## src/rtl/lz77_min_match_filter.sv

```systemverilog
// -----------------------------------------------------------------------------
// lz77_min_match_filter
//
// Sits between the LZ77 match engine and the token encoder. Match tokens
// shorter than MIN_MATCH are rewritten as a run of literal tokens. The run is
// rebuilt from a small history ring that holds the raw symbols the match
// covered. Literal tokens and matches of length >= MIN_MATCH pass through
// unchanged.
//
// Handshake (both sides): a transfer happens on a rising clk edge where
// valid & ready are both 1. A producer holds valid and its payload stable
// until that transfer. The output register holds all fields stable while
// output_valid & ~output_ready.
//
// Ports
//   clk                      clock, all logic on the rising edge
//   rst_n                    synchronous active-low reset
//   input_valid/ready        input beat handshake
//   input_symbol             raw symbol (next_symbol when input_token_end=1)
//   input_token_end          beat closes a token
//   input_match_position     token position (end beats only)
//   input_match_length       token length, 0 = literal (end beats only)
//   input_last_symbol        final beat of the stream
//   output_valid/ready       output token handshake
//   output_match_position    token position
//   output_match_length      token length
//   output_match_next_symbol token symbol
//   output_match_valid       1 = match token, 0 = literal
//   output_last_symbol       final token of the stream
//   output_error             sticky protocol error, cleared only by reset
// -----------------------------------------------------------------------------
module lz77_min_match_filter #(
   parameter int DATA_WIDTH           = 8,
   parameter int DICTIONARY_DEPTH_LOG = 16,
   parameter int CNT_WIDTH            = 9,
   parameter int MIN_MATCH            = 3,
   parameter int LITERAL_POSITION     = 1
) (
   input  logic                            clk,
   input  logic                            rst_n,
   input  logic                            input_valid,
   output logic                            input_ready,
   input  logic [DATA_WIDTH-1:0]           input_symbol,
   input  logic                            input_token_end,
   input  logic [DICTIONARY_DEPTH_LOG:0]   input_match_position,
   input  logic [CNT_WIDTH-1:0]            input_match_length,
   input  logic                            input_last_symbol,
   output logic                            output_valid,
   input  logic                            output_ready,
   output logic [DICTIONARY_DEPTH_LOG:0]   output_match_position,
   output logic [CNT_WIDTH-1:0]            output_match_length,
   output logic [DATA_WIDTH-1:0]           output_match_next_symbol,
   output logic                            output_match_valid,
   output logic                            output_last_symbol,
   output logic                            output_error
);

   localparam int HDEPTH = MIN_MATCH - 1;
   // Pointer width; a depth-1 ring still gets a 1-bit pointer that stays 0.
   localparam int PW     = (HDEPTH > 1) ? $clog2(HDEPTH) : 1;
   localparam int POS_W  = DICTIONARY_DEPTH_LOG + 1;

   localparam logic [CNT_WIDTH-1:0] CNT_MAX  = '1;
   localparam logic [CNT_WIDTH-1:0] MIN_LEN  = CNT_WIDTH'(MIN_MATCH);
   localparam logic [CNT_WIDTH-1:0] CNT_ONE  = CNT_WIDTH'(1);
   localparam logic [PW:0]          HDEPTH_X = (PW+1)'(HDEPTH);
   localparam logic [PW-1:0]        PTR_LAST = PW'(HDEPTH - 1);
   localparam logic [POS_W-1:0]     LIT_POS  = POS_W'(LITERAL_POSITION);

   typedef enum logic [0:0] {
      ST_PASS   = 1'b0,
      ST_EXPAND = 1'b1
   } state_t;

   state_t                state;
   logic [DATA_WIDTH-1:0] ring [HDEPTH];
   logic [PW-1:0]         wptr;
   logic [PW-1:0]         rptr;
   logic [CNT_WIDTH-1:0]  pending_cnt;
   logic [CNT_WIDTH-1:0]  idx;
   logic [CNT_WIDTH-1:0]  exp_len;
   logic [DATA_WIDTH-1:0] held_sym;
   logic                  held_last;

   logic                  slot_free;
   logic                  accept;
   logic                  data_beat;
   logic                  end_beat;
   logic                  short_match;
   logic                  len_bad;
   logic                  proto_err;
   logic [PW:0]           rd_start_x;
   logic [PW-1:0]         rd_start;

   function automatic logic [PW-1:0] ptr_inc(input logic [PW-1:0] p);
      return (p == PTR_LAST) ? '0 : p + PW'(1);
   endfunction

   // The output slot can take a new token when it is empty or being drained.
   assign slot_free   = ~output_valid | output_ready;
   assign input_ready = rst_n & (state == ST_PASS) & slot_free;
   assign accept      = input_valid & input_ready;
   assign data_beat   = accept & ~input_token_end;
   assign end_beat    = accept & input_token_end;

   assign short_match = (input_match_length != '0) && (input_match_length < MIN_LEN);

   // A saturated pending count no longer tracks the true symbol count, so the
   // length check is skipped in that case.
   assign len_bad   = (input_match_length != pending_cnt) && (pending_cnt != CNT_MAX);
   assign proto_err = (end_beat & len_bad) | (accept & input_last_symbol & ~input_token_end);

   // Oldest covered symbol sits L entries behind wptr. End beats never write
   // the ring, so wptr is still the post-data-beat value here. L <= HDEPTH
   // whenever this is used, so one conditional subtract finishes the modulo.
   always_comb begin
      rd_start_x = {1'b0, wptr} + HDEPTH_X - input_match_length[PW:0];
      if (rd_start_x >= HDEPTH_X) begin
         rd_start_x = rd_start_x - HDEPTH_X;
      end
      rd_start = rd_start_x[PW-1:0];
   end

   // History storage; no reset needed because it is only read after writes.
   always_ff @(posedge clk) begin
      if (data_beat) begin
         ring[wptr] <= input_symbol;
      end
   end

   always_ff @(posedge clk) begin
      if (!rst_n) begin
         state                    <= ST_PASS;
         wptr                     <= '0;
         rptr                     <= '0;
         pending_cnt              <= '0;
         idx                      <= '0;
         exp_len                  <= '0;
         held_sym                 <= '0;
         held_last                <= 1'b0;
         output_valid             <= 1'b0;
         output_match_position    <= '0;
         output_match_length      <= '0;
         output_match_next_symbol <= '0;
         output_match_valid       <= 1'b0;
         output_last_symbol       <= 1'b0;
         output_error             <= 1'b0;
      end else begin
         if (data_beat) begin
            wptr <= ptr_inc(wptr);
            if (pending_cnt != CNT_MAX) begin
               pending_cnt <= pending_cnt + CNT_ONE;
            end
         end
         if (end_beat) begin
            pending_cnt <= '0;
         end
         if (proto_err) begin
            output_error <= 1'b1;
         end

         case (state)
            ST_PASS: begin
               if (end_beat) begin
                  output_valid <= 1'b1;
                  if (short_match) begin
                     // Literal 0 goes out now; the rest follow from EXPAND.
                     output_match_position    <= LIT_POS;
                     output_match_length      <= '0;
                     output_match_next_symbol <= ring[rd_start];
                     output_match_valid       <= 1'b0;
                     output_last_symbol       <= 1'b0;
                     rptr                     <= ptr_inc(rd_start);
                     idx                      <= CNT_ONE;
                     exp_len                  <= input_match_length;
                     held_sym                 <= input_symbol;
                     held_last                <= input_last_symbol;
                     state                    <= ST_EXPAND;
                  end else begin
                     output_match_position    <= input_match_position;
                     output_match_length      <= input_match_length;
                     output_match_next_symbol <= input_symbol;
                     output_match_valid       <= (input_match_length != '0);
                     output_last_symbol       <= input_last_symbol;
                  end
               end else if (output_ready) begin
                  output_valid <= 1'b0;
               end
            end

            ST_EXPAND: begin
               if (slot_free) begin
                  output_valid          <= 1'b1;
                  output_match_position <= LIT_POS;
                  output_match_length   <= '0;
                  output_match_valid    <= 1'b0;
                  if (idx == exp_len) begin
                     // Final literal of the group is the held next_symbol.
                     output_match_next_symbol <= held_sym;
                     output_last_symbol       <= held_last;
                     idx                      <= '0;
                     state                    <= ST_PASS;
                  end else begin
                     output_match_next_symbol <= ring[rptr];
                     output_last_symbol       <= 1'b0;
                     rptr                     <= ptr_inc(rptr);
                     idx                      <= idx + CNT_ONE;
                  end
               end
            end

            default: state <= ST_PASS;
         endcase
      end
   end

endmodule

```

## config.mk

```make
export PLATFORM = sky130hd
export DESIGN_NAME = lz77_min_match_filter
export DESIGN_NICKNAME = d
export VERILOG_FILES = /design/src/rtl/lz77_min_match_filter.sv
export SDC_FILE = /design/constraint.sdc
export NUM_CORES = 1
export LEC_CHECK = 0
export CAP_MARGIN = 20
export CORE_ASPECT_RATIO = 0.6
export CORE_MARGIN = 2
export CORE_UTILIZATION = 40
export CTS_BUF_LIST = sky130_fd_sc_hd__clkbuf_16
export DETAILED_ROUTE_END_ITERATION = 12
export GPL_TIMING_DRIVEN = 0
export PLACE_DENSITY = 0.67
export SYNTH_ARGS = -nofsm -noshare
export SYNTH_HDL_FRONTEND = slang
export SYNTH_SLANG_ARGS = --single-unit
```

## constraint.sdc

```tcl
create_clock -name clk -period 2.1 [get_ports clk]
set_clock_uncertainty 0.05 [all_clocks]
set_input_delay 0.315 -clock clk [delete_from_list [all_inputs] [get_ports clk]]
set_output_delay 0.315 -clock clk [all_outputs]
set_load 0.05 [all_outputs]
```

==> Word level (Yosys, flattened, before mapping) <==
Memories as Yosys holds them, arrays and structs flattened. A register that Yosys moved wholly into a read port is not among the register bits.
Cells that the tools add are included.
Widths: inputs -> output; s select.
{ "op_classes": {"bitwise": 14, "n_eq_ne": 8, "n_reduce_logical": 10, "add_sub_neg": 8, "n_mux": 49, "n_lt_le_gt_ge": 2} }
{ "op_table": {"columns": ["cell", "n"], "rows": [
  ["$mux 9", 7],
  ["$mux 17", 3],
  ["$pmux 9 s2", 2],
  ["$pmux 17 s2", 1],
  ["$mux 8", 4],
  ["$mux 1", 26],
  ["$add 9x1->9 const B", 2],
  ["$pmux 8 s2", 1],
  ["$pmux 1 s2", 5],
  ["$eq 9x9->1", 1],
  ["$lt 9x2->1 const B", 1],
  ["$ne 9x9->1", 1],
  ["$ne 9x9->1 const B", 1],
  ["$reduce_bool 9->1", 1],
  ["$and 1x1->1", 8],
  ["$ne 2x2->1 const B", 3],
  ["$reduce_and 2->1", 3],
  ["$reduce_and 3->1", 2],
  ["$not 1->1", 4],
  ["$reduce_and 4->1", 1],
  ["$add 1x1->1 const B", 3],
  ["$ne 3x3->1 const B", 1],
  ["$add 1x2->2 const B", 1],
  ["$ge 2x2->1 const B", 1],
  ["other kinds (6)", 8]
]} }
{ "word_totals": {"ff_bits": 77, "mem_bits_rw": 16, "mem_count": 1, "word_cells": 107, "input_bits": 40} }
{ "memory_table": {"columns": ["name", "words", "word_bits", "rd", "rd_ports_with_merged_regs", "wr", "line", "rtl"], "rows": [
  ["ring", 2, 8, 2, 1, 1, "76", "logic [DATA_WIDTH-1:0] ring [HDEPTH];"]
]} }

==> Longest topological paths before layout <==
{ "logic_depth": {"ltp_word": 11, "ltp_mapped": 9} }

==> Worst setup path before layout <==
OpenSTA, ideal clock, no wires.
{ "synth_timing": {"path_kind": "flip-flop to flip-flop", "start": "register output_valid", "end": "register idx[1]", "path_slack_ps": 44, "path_stages_with_launch": 9, "required_time_ps": 1917, "arrival_ps": 1873, "synth_period_minus_slack_ps": 2056, "cell_sequence": "dfxtp_1 -> nand2b_1 -> and4_1 -> buf_4 -> a21oi_2 -> buf_6 -> buf_2 -> mux2i_1 -> nor2_1"} }
{ "synth_between": {"elab_chain_len": 7, "elab_cells_between_ends": 8, "classes_between": "2 x eq/ne; 5 x bitwise; 1 x reduce/logical"} }
{ "synth_lines": {"columns": ["item", "line", "rtl"], "rows": [
  ["start, declared", "48", "output logic output_valid,"],
  ["start signal, assigned", "141", "output_valid <= 1'b0;"],
  ["start signal, assigned", "165", "output_valid <= 1'b1;"],
  ["start signal, assigned", "187", "output_valid <= 1'b0;"],
  ["$not 1->1 (*)", "100", "assign slot_free = ~output_valid | output_ready;"],
  ["$or 1x1->1 (*)", "100", null],
  ["$and 1x1->1", "101", "assign input_ready = rst_n & (state == ST_PASS) & slot_free;"],
  ["$and 1x1->1", "102", "assign accept = input_valid & input_ready;"],
  ["$and 1x1->1", "104", "assign end_beat = accept & input_token_end;"],
  ["$ne 2x2->1 (no line)", null, null],
  ["$reduce_and 3->1 (no line) (*)", null, null],
  ["end signal, assigned", "207", "idx <= idx + CNT_ONE;"],
  ["end, declared", "80", "logic [CNT_WIDTH-1:0] idx;"]
]} }
Mark *: on every way between the ends. The rest lies on a longest branch, timed or not.
A chain may end at the register's enable or synchronous reset.

==> Final worst setup path <==
{ "layout_timing": {"start": "input output_ready", "end": "output input_ready"} }
{ "layout_between": {"elab_chain_len": 2} }
{ "layout_lines": {"columns": ["item", "line", "rtl"], "rows": [
  ["start, declared", "49", "input logic output_ready,"],
  ["$or 1x1->1", "100", null],
  ["$and 1x1->1", "101", null],
  ["end, declared", "42", "output logic input_ready,"]
]} }
Every way passes these cells.

==> flow_summary.json <==
{
  "p_int_w": 0.00298,
  "crit_path_max_incr_delay_ns": 0.53,
  "first_pass_iters": 6,
  "drive_gt1_frac": 0.150,
  "synth_edf_count": 16,
  "ir_drop_mv": 0.402,
  "cts_root_buf": "clkbuf_16",
  "p_sw_frac": 0.249,
  "power.total_w": 0.00397,
  "layout.cells.non_filler": 656,
  "cts.sinks": 94,
  "cts_made_buffers": 9,
  "seq_power_share": 0.476,
  "min_period_ns": 2.03,
  "yosysUniqueCellTypes": 43,
  "worstPathArrival_ns": 1.67,
  "path_cells": "clkdlybuf4s50_1, nand2b_2, and2_1, clkdlybuf4s15_1",
  "maxSlewViolCount": 0,
  "grt.total_usage": 0.221,
  "fin_nets": 559,
  "powerDensity_mw_per_mm2": 726,
  "core_area_mm2": 0.00984,
  "avgSynthCellArea_um2": 9.64,
  "grt_pass1_wl_um": 18600,
  "cp_max_fo": 8,
  "period_share": 0.969,
  "grt_overflow": 0,
  "max_slew_margin": 0.576,
  "startpoint_type": "input port",
  "num_antenna_cells": 0,
  "die_h_um": 81.8,
  "synthCells": 419,
  "cts_hold_buf": 0,
  "reg2reg_depth": 6,
  "vias_per_cell": 5.51,
  "vias": 3614,
  "detail-route-antenna-nets": 0,
  "finalHoldViolCount": 0,
  "grt_pass1_vias": 3554,
  "netlist.area_leader.share": 0.386,
  "cts_buffer_depth": 2,
  "synth_fp_nets": 462,
  "ys_ff_latch": 94,
  "max-cap-violations": 0,
  "highest_layer": "met4",
  "port_buffers": 77,
  "power_switching_w": 0.000989,
  "antenna_found_initial": 0,
  "yosys.area.top_type": "dfxtp_1",
  "crit_path_end_kind": "output port",
  "die_w_um": 134,
  "ys_seq_area_frac": 0.505,
  "yosys_warnings": 0,
  "hold_path_class": "in -> reg",
  "met2WireLength_um": 4870,
  "reg2reg_slack_ns": 0.16,
  "grt_max_degree": 17,
  "clockPowerShare": 0.407,
  "critPathLaunch": "output_ready",
  "dpl.cell_count": 631,
  "wire_per_inst_um": 17.6,
  "finalSetupViolCount": 0,
  "yosys-top-cells-area": "dfxtp_1 39%, edfxtp_1 12%, mux2_2 6.7%",
  "netlist_area_mm2": 0.00404,
  "drt-met1-wl_um": 5490,
  "cts_tree": "yes",
  "max_slew.worst_pin.slew_ns": 0.636,
  "status": "finished, final reports clean",
  "area_growth_pct": 35.3,
  "met3_wirelength_um": 1060,
  "fp-row-count": 28,
  "dieArea_mm2": 0.0109,
  "clk_pin_slew_ns": 0.06,
  "boundaryPins": 79,
  "synth_ff_type": "dfxtp_1",
  "drt_wl_total_um": 11600,
  "r2r-end": "output_match_next_symbol[0]",
  "drc_errors": 0,
  "rsz0062_at_grt": "false",
  "max_freq_mhz": 491,
  "path_class": "in -> out",
  "gp_congestion": 0.907,
  "hpwl_um": 8070,
  "crit_slowest_cell": "clkdlybuf4s15_1",
  "worstPathRequired_ns": 1.74,
  "htreeDepth": 3,
  "async_flop_share": 0,
  "clk_latency_ns": 0.35,
  "reg2reg_from": "idx[4]",
  "cp-endpoint": "input_ready",
  "start_util": 0.410,
  "power_frac_comb": 0.116,
  "p_leak_nw": 2.03,
  "first_iter_violations": 351
}
[final cells by class]
| type | count | area (um^2) |
|---|---|---|
| buffer | 25 | 135 |
| clock buffer | 9 | 225 |
| clock inverter | 7 | 66.3 |
| fill | 906 | 4380 |
| inverter | 6 | 22.5 |
| multi-input combinational | 293 | 1960 |
| sequential | 94 | 2040 |
| tap | 135 | 169 |
| timing repair buffer | 87 | 850 |
[power by group through the flow]
stage                     Sequential, W  Clock [W]  Combinational (W)
after floorplan                 0.00203          0           0.000148
after global placement          0.00193          0           0.000437
after detailed placement        0.00193          0           0.000442
after CTS                       0.00189    0.00164           0.000455
after global routing            0.00189    0.00173           0.000490
final                           0.00189    0.00162           0.000462
[cells in the final DEF, fill, tap and decap left out, types with 9 or more instances in the layout]
master | Yosys | final
nor2_1 | 41 | 38
clkbuf_16 | 0 | 9
edfxtp_1 | 16 | 16
buf_4 | 2 | 12
clkdlybuf4s50_1 | 0 | 70
a22oi_1 | 30 | 30
xor2_1 | 11 | 11
dfxtp_1 | 78 | 78
a31oi_1 | 13 | 12
o21ai_0 | 17 | 17
nand3_1 | 11 | 11
a21oi_1 | 34 | 34
xnor2_1 | 15 | 15
clkbuf_1 | 15 | 9
mux2_2 | 24 | 24
nand2_1 | 37 | 37
and3_1 | 9 | 9
[how the worst min path moves through the flow]
stage                           startpoint                endpoint  cells past startpoint
finish                               rst_n              exp_len[3]                      2
global route                         rst_n              exp_len[3]                      2
CTS                                  rst_n              exp_len[3]                      2
detailed placement  output_match_length[3]  output_match_length[3]                      2
global placement               held_sym[1]             held_sym[1]                      2
floorplan            input_match_length[1]              exp_len[0]                      1
[worst max-delay path: cells and delay by family]
| family | cells | cell delay, ns |
|---|---|---|
| AND/OR/NAND/NOR | 2 | 0.36 |
| buffers and inverters | 2 | 0.98 |
[synth_stat cells (all sizes together), types with 2 or more instances]
cell	n
dfxtp	78
nor2	41
nand2	37
a21oi	35
a22oi	30
mux2	24
o21ai	18
edfxtp	16
xnor2	16
clkbuf	15
a31oi	13
buf	11
nand3	11
xor2	11
and3	9
inv	6
nor3	6
nor4	6
and2	4
or3	4
ha	3
nand4	3
o31ai	3
or4	3
a211o	2
and4	2
o211a	2
o31a	2
[repair_timing]
action | 4_1_cts | 5_1_grt
gates cloned | 0 | 0
buffers inserted | 9 | 1
endpoints found under the setup margin | 77 | 68
pin swaps | 2 | 1
resized for setup | 23 | 15
[per-layer routing]
| metal | vias up | track usage |
|---|---|---|
| li1 | 1710 | - |
| met1 | 1711 | 0.302 |
| met2 | 165 | 0.336 |
| met3 | 28 | 0.0778 |
| met4 | 0 | 0.0564 |
| met5 | - | 0 |
[registers in the layout, indices dropped and copies added, names as in the netlist, 8 cells and up, named ones only]
register	flops
idx	9
output_match_position	17
pending_cnt	9
held_sym	8
output_match_next_symbol	8
ring	16
exp_len	9
output_match_length	9
[cell families after synthesis]
group	Yosys count	share of synthesized area
DFF	94	0.505
and+or+nand+nor	132	0.156
adders and majority gates	3	0.00929
xor gates and xnor gates	27	0.0604
AOI/OAI and AO/OA	106	0.164
muxes	25	0.0694
buffers and inverters	32	0.0356
[through the flow]
| stage | setup WS [ns] | hold slack [ns] | utilization | instance area, um^2 | TNS [ns] |
|---|---|---|---|---|---|
| 6_report | 0.0654 | 0.238 | 0.555 | 5470 | 0 |
| 3_3_place_gp | -0.677 | 0.392 | 0.506 | 4980 | -41.87 |
| 2_1_floorplan | 0.0444 | 0.355 | - | 4040 | 0 |
| 4_1_cts | 0.000556 | 0.218 | 0.549 | 5410 | 0 |
| 3_5_place_dp | -0.713 | 0.398 | 0.506 | 4980 | -45.42 |
| 5_1_grt | 0.00440 | 0.248 | 0.555 | 5470 | 0 |
Note: power is estimated with default switching activity, not from simulation.
